===== src/rtl/vga_pkg.sv =====
// Timing and framebuffer constants shared by the pixel-memory arbiter and its helpers.
package vga_pkg;

    localparam logic [9:0] H_ACTIVE   = 10'd640;
    localparam logic [9:0] H_TOTAL    = 10'd800;
    localparam logic [9:0] V_ACTIVE   = 10'd480;
    localparam logic [9:0] V_TOTAL    = 10'd525;
    localparam logic [7:0] FB_W       = 8'd160;
    localparam logic [6:0] FB_H       = 7'd120;
    localparam int         SCALE_LOG2 = 2;

    localparam int                ADDR_W       = 15;
    localparam logic [ADDR_W-1:0] FB_LAST_ADDR = 15'd19199;

    typedef enum logic {
        IDLE  = 1'b0,
        CLEAR = 1'b1
    } fb_state_t;

endpackage


===== src/rtl/fb_addr_calc.sv =====
// Framebuffer address for a (row, col) pair: row*160 + col, built from shifts and adds only.
module fb_addr_calc
    import vga_pkg::*;
(
    input  logic [6:0]        row_i,
    input  logic [7:0]        col_i,
    output logic [ADDR_W-1:0] addr_o
);

    // row*160 = row*128 + row*32
    assign addr_o = {1'b0, row_i, 7'd0} + {3'b000, row_i, 5'd0} + {7'd0, col_i};

endmodule


===== src/rtl/fb_arbiter.sv =====
// Shares one single-port pixel memory between display prefetch reads, draw writes and a
// full-framebuffer clear sweep; display reads always win.
module fb_arbiter #(
    parameter logic [9:0] H_ACTIVE   = vga_pkg::H_ACTIVE,
    parameter logic [9:0] H_TOTAL    = vga_pkg::H_TOTAL,
    parameter logic [9:0] V_ACTIVE   = vga_pkg::V_ACTIVE,
    parameter logic [9:0] V_TOTAL    = vga_pkg::V_TOTAL,
    parameter logic [7:0] FB_W       = vga_pkg::FB_W,
    parameter logic [6:0] FB_H       = vga_pkg::FB_H,
    parameter int         SCALE_LOG2 = vga_pkg::SCALE_LOG2
) (
    input  logic        clk,
    input  logic        reset,
    input  logic [9:0]  vgaX,
    input  logic [9:0]  vgaY,
    input  logic        wr_valid,
    output logic        wr_ready,
    input  logic [7:0]  wr_x,
    input  logic [6:0]  wr_y,
    input  logic [7:0]  wr_data,
    input  logic        clear_req,
    input  logic [7:0]  clear_color,
    output logic        busy,
    output logic        clear_done,
    output logic [14:0] mem_addr,
    output logic        mem_re,
    output logic        mem_we,
    output logic [7:0]  mem_wdata,
    input  logic [7:0]  mem_rdata,
    output logic [7:0]  pixel,
    output logic [7:0]  drop_count
);

    import vga_pkg::*;

    // Line slots fetch the block one ahead of the beam; the last one sits at vgaX=634.
    localparam logic [9:0] RD_X_END = H_ACTIVE - 10'd4;
    localparam logic [9:0] PRE_X    = H_TOTAL - 10'd2;
    localparam logic [9:0] V_LAST   = V_TOTAL - 10'd1;

    fb_state_t         state_q;
    logic [ADDR_W-1:0] clr_addr_q;
    logic [7:0]        clr_color_q;
    logic              clear_done_q;
    logic              rd_pend_q;
    logic [7:0]        prefetch_q;
    logic [7:0]        pixel_q;
    logic [7:0]        drop_q, drop_d;

    logic [9:0]        next_y;
    logic              slot_line, slot_pre, read_slot;
    logic              wr_fire, wr_in_range;
    logic [6:0]        calc_row;
    logic [7:0]        calc_col;
    logic [ADDR_W-1:0] calc_addr;

    assign next_y    = (vgaY == V_LAST) ? 10'd0 : vgaY + 10'd1;
    assign slot_line = (vgaX[1:0] == 2'b10) && (vgaX < RD_X_END) && (vgaY < V_ACTIVE);
    assign slot_pre  = (vgaX == PRE_X) && (next_y < V_ACTIVE);
    assign read_slot = slot_line | slot_pre;

    assign wr_ready    = (state_q == IDLE) && !clear_req && !read_slot;
    assign wr_fire     = wr_valid && wr_ready;
    assign wr_in_range = (wr_x < FB_W) && (wr_y < FB_H);

    // NOTE: every always_comb output gets a default first so no path leaves it unassigned (no latch).
    always_comb begin
        calc_row = wr_y;
        calc_col = wr_x;
        if (slot_line) begin
            calc_row = vgaY[SCALE_LOG2 +: 7];
            calc_col = vgaX[SCALE_LOG2 +: 8] + 8'd1;
        end else if (slot_pre) begin
            calc_row = next_y[SCALE_LOG2 +: 7];
            calc_col = 8'd0;
        end
    end

    fb_addr_calc u_addr_calc (
        .row_i  (calc_row),
        .col_i  (calc_col),
        .addr_o (calc_addr)
    );

    always_comb begin
        mem_re    = 1'b0;
        mem_we    = 1'b0;
        mem_addr  = '0;
        mem_wdata = 8'h00;
        if (read_slot) begin
            mem_re   = 1'b1;
            mem_addr = calc_addr;
        end else if (state_q == CLEAR) begin
            mem_we    = 1'b1;
            mem_addr  = clr_addr_q;
            mem_wdata = clr_color_q;
        end else if (wr_fire && wr_in_range) begin
            mem_we    = 1'b1;
            mem_addr  = calc_addr;
            mem_wdata = wr_data;
        end
    end

    // NOTE: sequential state uses non-blocking assignments so every register samples pre-edge values.
    always_ff @(posedge clk or negedge reset) begin
        if (!reset) begin
            state_q      <= IDLE;
            clr_addr_q   <= '0;
            clr_color_q  <= 8'h00;
            clear_done_q <= 1'b0;
        end else begin
            clear_done_q <= 1'b0;
            case (state_q)
                IDLE: begin
                    if (clear_req) begin
                        state_q     <= CLEAR;
                        clr_addr_q  <= '0;
                        clr_color_q <= clear_color;
                    end
                end
                CLEAR: begin
                    if (!read_slot) begin
                        if (clr_addr_q == FB_LAST_ADDR) begin
                            state_q      <= IDLE;
                            clear_done_q <= 1'b1;
                        end else begin
                            clr_addr_q <= clr_addr_q + ADDR_W'(1);
                        end
                    end
                end
                default: state_q <= IDLE;
            endcase
        end
    end

    assign drop_d = (wr_fire && !wr_in_range && (drop_q != 8'hFF)) ? drop_q + 8'd1 : drop_q;

    always_ff @(posedge clk or negedge reset) begin
        if (!reset) begin
            rd_pend_q  <= 1'b0;
            prefetch_q <= 8'h00;
            pixel_q    <= 8'h00;
            drop_q     <= 8'h00;
        end else begin
            rd_pend_q <= read_slot;
            if (rd_pend_q) begin
                prefetch_q <= mem_rdata;
            end
            pixel_q <= ((vgaX < H_ACTIVE) && (vgaY < V_ACTIVE)) ? prefetch_q : 8'h00;
            drop_q  <= drop_d;
        end
    end

    assign busy       = (state_q == CLEAR);
    assign clear_done = clear_done_q;
    assign pixel      = pixel_q;
    assign drop_count = drop_q;

endmodule


===== config.mk =====
export PLATFORM = sky130hd
export DESIGN_NAME = fb_arbiter
export DESIGN_NICKNAME = d
export VERILOG_FILES = /design/src/rtl/vga_pkg.sv /design/src/rtl/fb_addr_calc.sv /design/src/rtl/fb_arbiter.sv
export SDC_FILE = /design/constraint.sdc
export NUM_CORES = 1
export LEC_CHECK = 0
export BUFFER_PORTS_ARGS = -buffer_cell sky130_fd_sc_hd__buf_4
export CORE_MARGIN = 1.5
export CORE_UTILIZATION = 47
export CTS_BUF_LIST = sky130_fd_sc_hd__clkbuf_16
export DETAILED_ROUTE_END_ITERATION = 8
export PLACE_DENSITY = 0.77
export SETUP_SLACK_MARGIN = 0.02
export SLEW_MARGIN = 40
export SYNTH_ARGS = -nofsm -noshare
export SYNTH_HDL_FRONTEND = slang
export SYNTH_SLANG_ARGS = --single-unit

===== constraint.sdc =====
create_clock -name clk -period 4.6 [get_ports clk]
set_clock_uncertainty 0.05 [all_clocks]
set_input_delay 0.46 -clock clk [delete_from_list [all_inputs] [get_ports clk]]
set_output_delay 0.46 -clock clk [all_outputs]
set_load 0.05 [all_outputs]

==> key figures <==
Global routing
  • Pin count of the biggest net entering global routing: 51
  • GR Util All Layers: 25.0%
  • First-pass GRT wire length: 15.2 mm
  • Initial antenna violation count: 0
  • Vias in the first global route: 3191
  • Grt ovf: 0

Critical path
  • Slowest stage cell, crit path: or4_4
  • Startpoint Class: primary input
  • CP cell instances: buf_6 -> or4_4 -> o41a_1 -> o221ai_4 -> nand3_4 -> o31a_1 -> o22a_1 -> fa_1 -> inv_1 -> ha_1 -> a21o_1 -> a21oi_2 -> nor2b_1 -> o21a_1 -> o41ai_2 -> xnor2_1 -> a22o_2 -> buf_6
  • Top fanout value on the critical path: 3
  • Crit-path most repeated cell: buf_6
  • Critical Path RT: 4090 ps
  • Worst Setup SP: vgaY[7]
  • Setup Crit Path Kind: primary input to output port
  • Crit. End Element: output port
  • CP bufs+invs: 3
  • Slowest stage delay, CP: 520 ps
  • Largest delay share family, worst path: compound AO/OA/AOI/OAI gates
  • FF-to-FF setup slack: 2350 ps
  • Reg-to-reg startpoint: busy$_DFF_PN0_
  • Worst path arrival time: 4420 ps

CTS
  • Clk_lat worst skew: a little under 300 ps
  • Clock Pin Slew Worst Setup and Hold Paths: around 70 ps
  • Total CTS buffers: 5
  • CTS tree: done
  • Root Buffer: clkbuf_16
  • H-tree levels: 2
  • CTS sink count: 50
  • CTS Buffer Depth: 2
  • # hold bufs at CTS: 0

Synthesis
  • Post-Syn Nets: 458
  • Synthesized instance count: ~380
  • Register area share after synthesis: between 30% and 40%
  • Post-synthesis cell type count: 55
  • Cell Area, Synth: roughly 0.0034 mm2
  • Main synth FF type: dfrtp_1
  • Ys Warns: 0
  • Mean post-synth cell area: 9.11 um2
  • Post-synth EDFFs: 0
  • Ys async rst share: between 90% and 100%
  • Synth Register Bits: 50

Finish
  • Layout Cells excl Fill: 625
  • Diode count: 0
  • Area delta synth->final: 46.6%
  • Layout cells sized above 1: about two fifths
  • Final Net Count: 609

STA
  • Pins Over Slew Limit: 0
  • Fin Setup TNS: -844 ps
  • Setup ws final: -332 ps
  • Final Cycle Share: 107%
  • Final setup fails: 4
  • Slew margin rel.: 55.1%
  • Post-route minimum period: around 4900 ps
  • RSZ-0062 raised after global routing: yes
  • Least-Margin Pin Slew: 671 ps
  • Max Fclk: 203 MHz
  • Hold Vio Cnt, Final: 0

Placed design
  • Placed Cells: 612
  • Port-buffer cells: 106
  • Post-DP HPWL: about 7.4 mm
  • Place WS: -303 ps
  • GP Congestion: 0.964

Drt
  • TritonRoute pass-1 iters: 5
  • Wire per inst: 15.0 um
  • Post-route DRC violation count: 0
  • Routed Antenna Nets: 0
  • Routed wire length: approximately 9.4 mm
  • Total vias in the final route: 3393
  • Initial DRC count: 238
  • Via density: 5.43

Status
  • Failing checks: negative setup slack
  • Status: finished, violations left

Power and ir drop
  • VDD IR max: 0.145 mV
  • Power density over the cells: 331 mW/mm2
  • Static leakage: about 2.4 nW
  • Total chip power: ~1.7 mW

Job
  • Maxcap violations: 0

Die
  • Core area: 0.00694 mm2
  • I/O Pins: 107
  • Starting Density: ~50%
  • Cell Rows: 30
  • Die ar.: 0.00783 mm2
  • DIE WIDTH: 88.5 um
  • Chip height: 88.5 um

Min path
  • Hold crit path type: primary input to async pin
flip-flops by register name (all words and copies together), names as in the netlist:
register     flops
rd_pend_q        1
clear_done       1
pixel            8
drop_count       8
clr_addr_q      15
prefetch_q       8
clr_color_q      8
busy             1
logic make-up (layout without fill, tap and decap cells):
| kind of cell | after synthesis | count (layout) | share of synthesized area, % |
|---|---|---|---|
| adder cells (fa/ha/maj) | 18 | 18 | 6.99 |
| buffers and inverters | 26 | 178 | 3.57 |
| AND/OR/NAND/NOR | 160 | 160 | 23.8 |
| multiplexers | 12 | 12 | 3.86 |
| XOR/XNOR | 29 | 29 | 7.39 |
| AO/OA/AOI/OAI | 82 | 82 | 18.0 |
| flip-flops | 50 | 50 | 36.4 |
final timing paths:
check                                             end  cells after the start
hold / removal              prefetch_q[7]$_DFFE_PN0P_                      1
setup / recovery                         mem_addr[13]                     18
setup reg to reg            drop_count[1]$_DFFE_PN0P_                      4
hold reg to reg                    pixel[1]$_DFF_PN0_                      1
max in group asynchronous  clr_color_q[6]$_DFFE_PN0P_                      1
min in group clk           clr_color_q[1]$_DFFE_PN0P_                      3
repair_timing:
| item | 4_1_cts | 5_1_grt |
|---|---|---|
| setup buffers | 11 | 6 |
| hold endpoints to repair | 0 | 0 |
| gates resized for setup | 18 | 16 |
| setup endpoints to repair | 5 | 7 |
| pin swaps | 13 | 13 |
through the flow:
step	util [%]	hold WS, ps	cell area (um2)
3_5_place_dp	67.9	412	4720
4_1_cts	71.6	157	4970
6_report	72.6	128	5040
3_3_place_gp	67.8	405	4710
2_1_floorplan	-	114	3520
5_1_grt	72.6	178	5040
power by group:
part	internal [mW]	switching, mW	leakage (nW)	total [mW]
sequential	0.509	0.0728	0.645	0.582
combinational	0.312	0.411	1.70	0.722
clock	0.203	0.162	0.0664	0.365
total	1.02	0.645	2.41	1.67
cell usage after synthesis, types with 2 or more instances:
cell | count | area [um2]
buf_6 | 3 | 33.8
inv_1 | 13 | 48.8
a21o_1 | 3 | 22.5
nand2_1 | 56 | 210
nand3_1 | 20 | 100
nand2b_1 | 5 | 31.3
nand4_1 | 10 | 62.6
o31ai_1 | 2 | 15.0
ha_1 | 16 | 200
o21bai_1 | 3 | 22.5
o211ai_1 | 3 | 22.5
dfrtp_1 | 50 | 1250
o21ai_0 | 16 | 80.1
a211o_1 | 2 | 17.5
and4_1 | 5 | 43.8
o21a_1 | 3 | 22.5
o22ai_1 | 5 | 31.3
fa_1 | 2 | 40.0
and3_1 | 9 | 56.3
xor2_1 | 11 | 96.3
buf_2 | 2 | 10.0
a21oi_1 | 12 | 60.1
nor3_1 | 2 | 10.0
nor3b_1 | 3 | 22.5
and2_1 | 11 | 68.8
o31a_1 | 2 | 17.5
mux2i_1 | 2 | 20.0
mux2_2 | 10 | 113
nor2b_1 | 3 | 18.8
a22oi_1 | 5 | 37.5
clkbuf_1 | 8 | 30.0
nor2_1 | 26 | 97.6
xnor2_1 | 18 | 158
a22o_1 | 15 | 131
area by class of cell:
| class | count | area, um2 |
|---|---|---|
| multi-input combinational | 301 | 2220 |
| clock buffer | 5 | 125 |
| timing repair buffer | 157 | 1250 |
| inverter | 13 | 48.8 |
| fill | 526 | 1910 |
| sequential | 50 | 1250 |
| tap | 96 | 120 |
| clock inverter | 3 | 23.8 |
layer usage:
layer	up-vias	GRT usage [%]	share of wire [%]
met5	-	0	0
met2	120	44.0	50
met4	0	8.24	1.9
met1	1591	31.5	43
met3	14	3.73	5.2
li1	1668	-	-
placed cells by master (no fill, tap or decap), drive strengths merged, types with 2 or more instances in the layout:
cell        n
nor2b       3
a21oi      12
o31a        2
mux2       10
nand2      56
nor2       27
inv        14
nor4        3
o211ai      3
xor2       11
o22ai       5
and2       12
clkbuf      5
nor3        2
o31ai       2
o21bai      3
o21ai      16
a21o        3
a31oi       3
nand2b      5
clkinvlp    2
and3        9
a211o       2
dfrtp      50
mux2i       2
a22oi       5
fa          2
a22o       15
and4        5
o21a        3
nor3b       3
xnor2      18
nand3      21
buf       157
ha         16
nand4      10
Note: power is estimated with default switching activity, not from simulation.
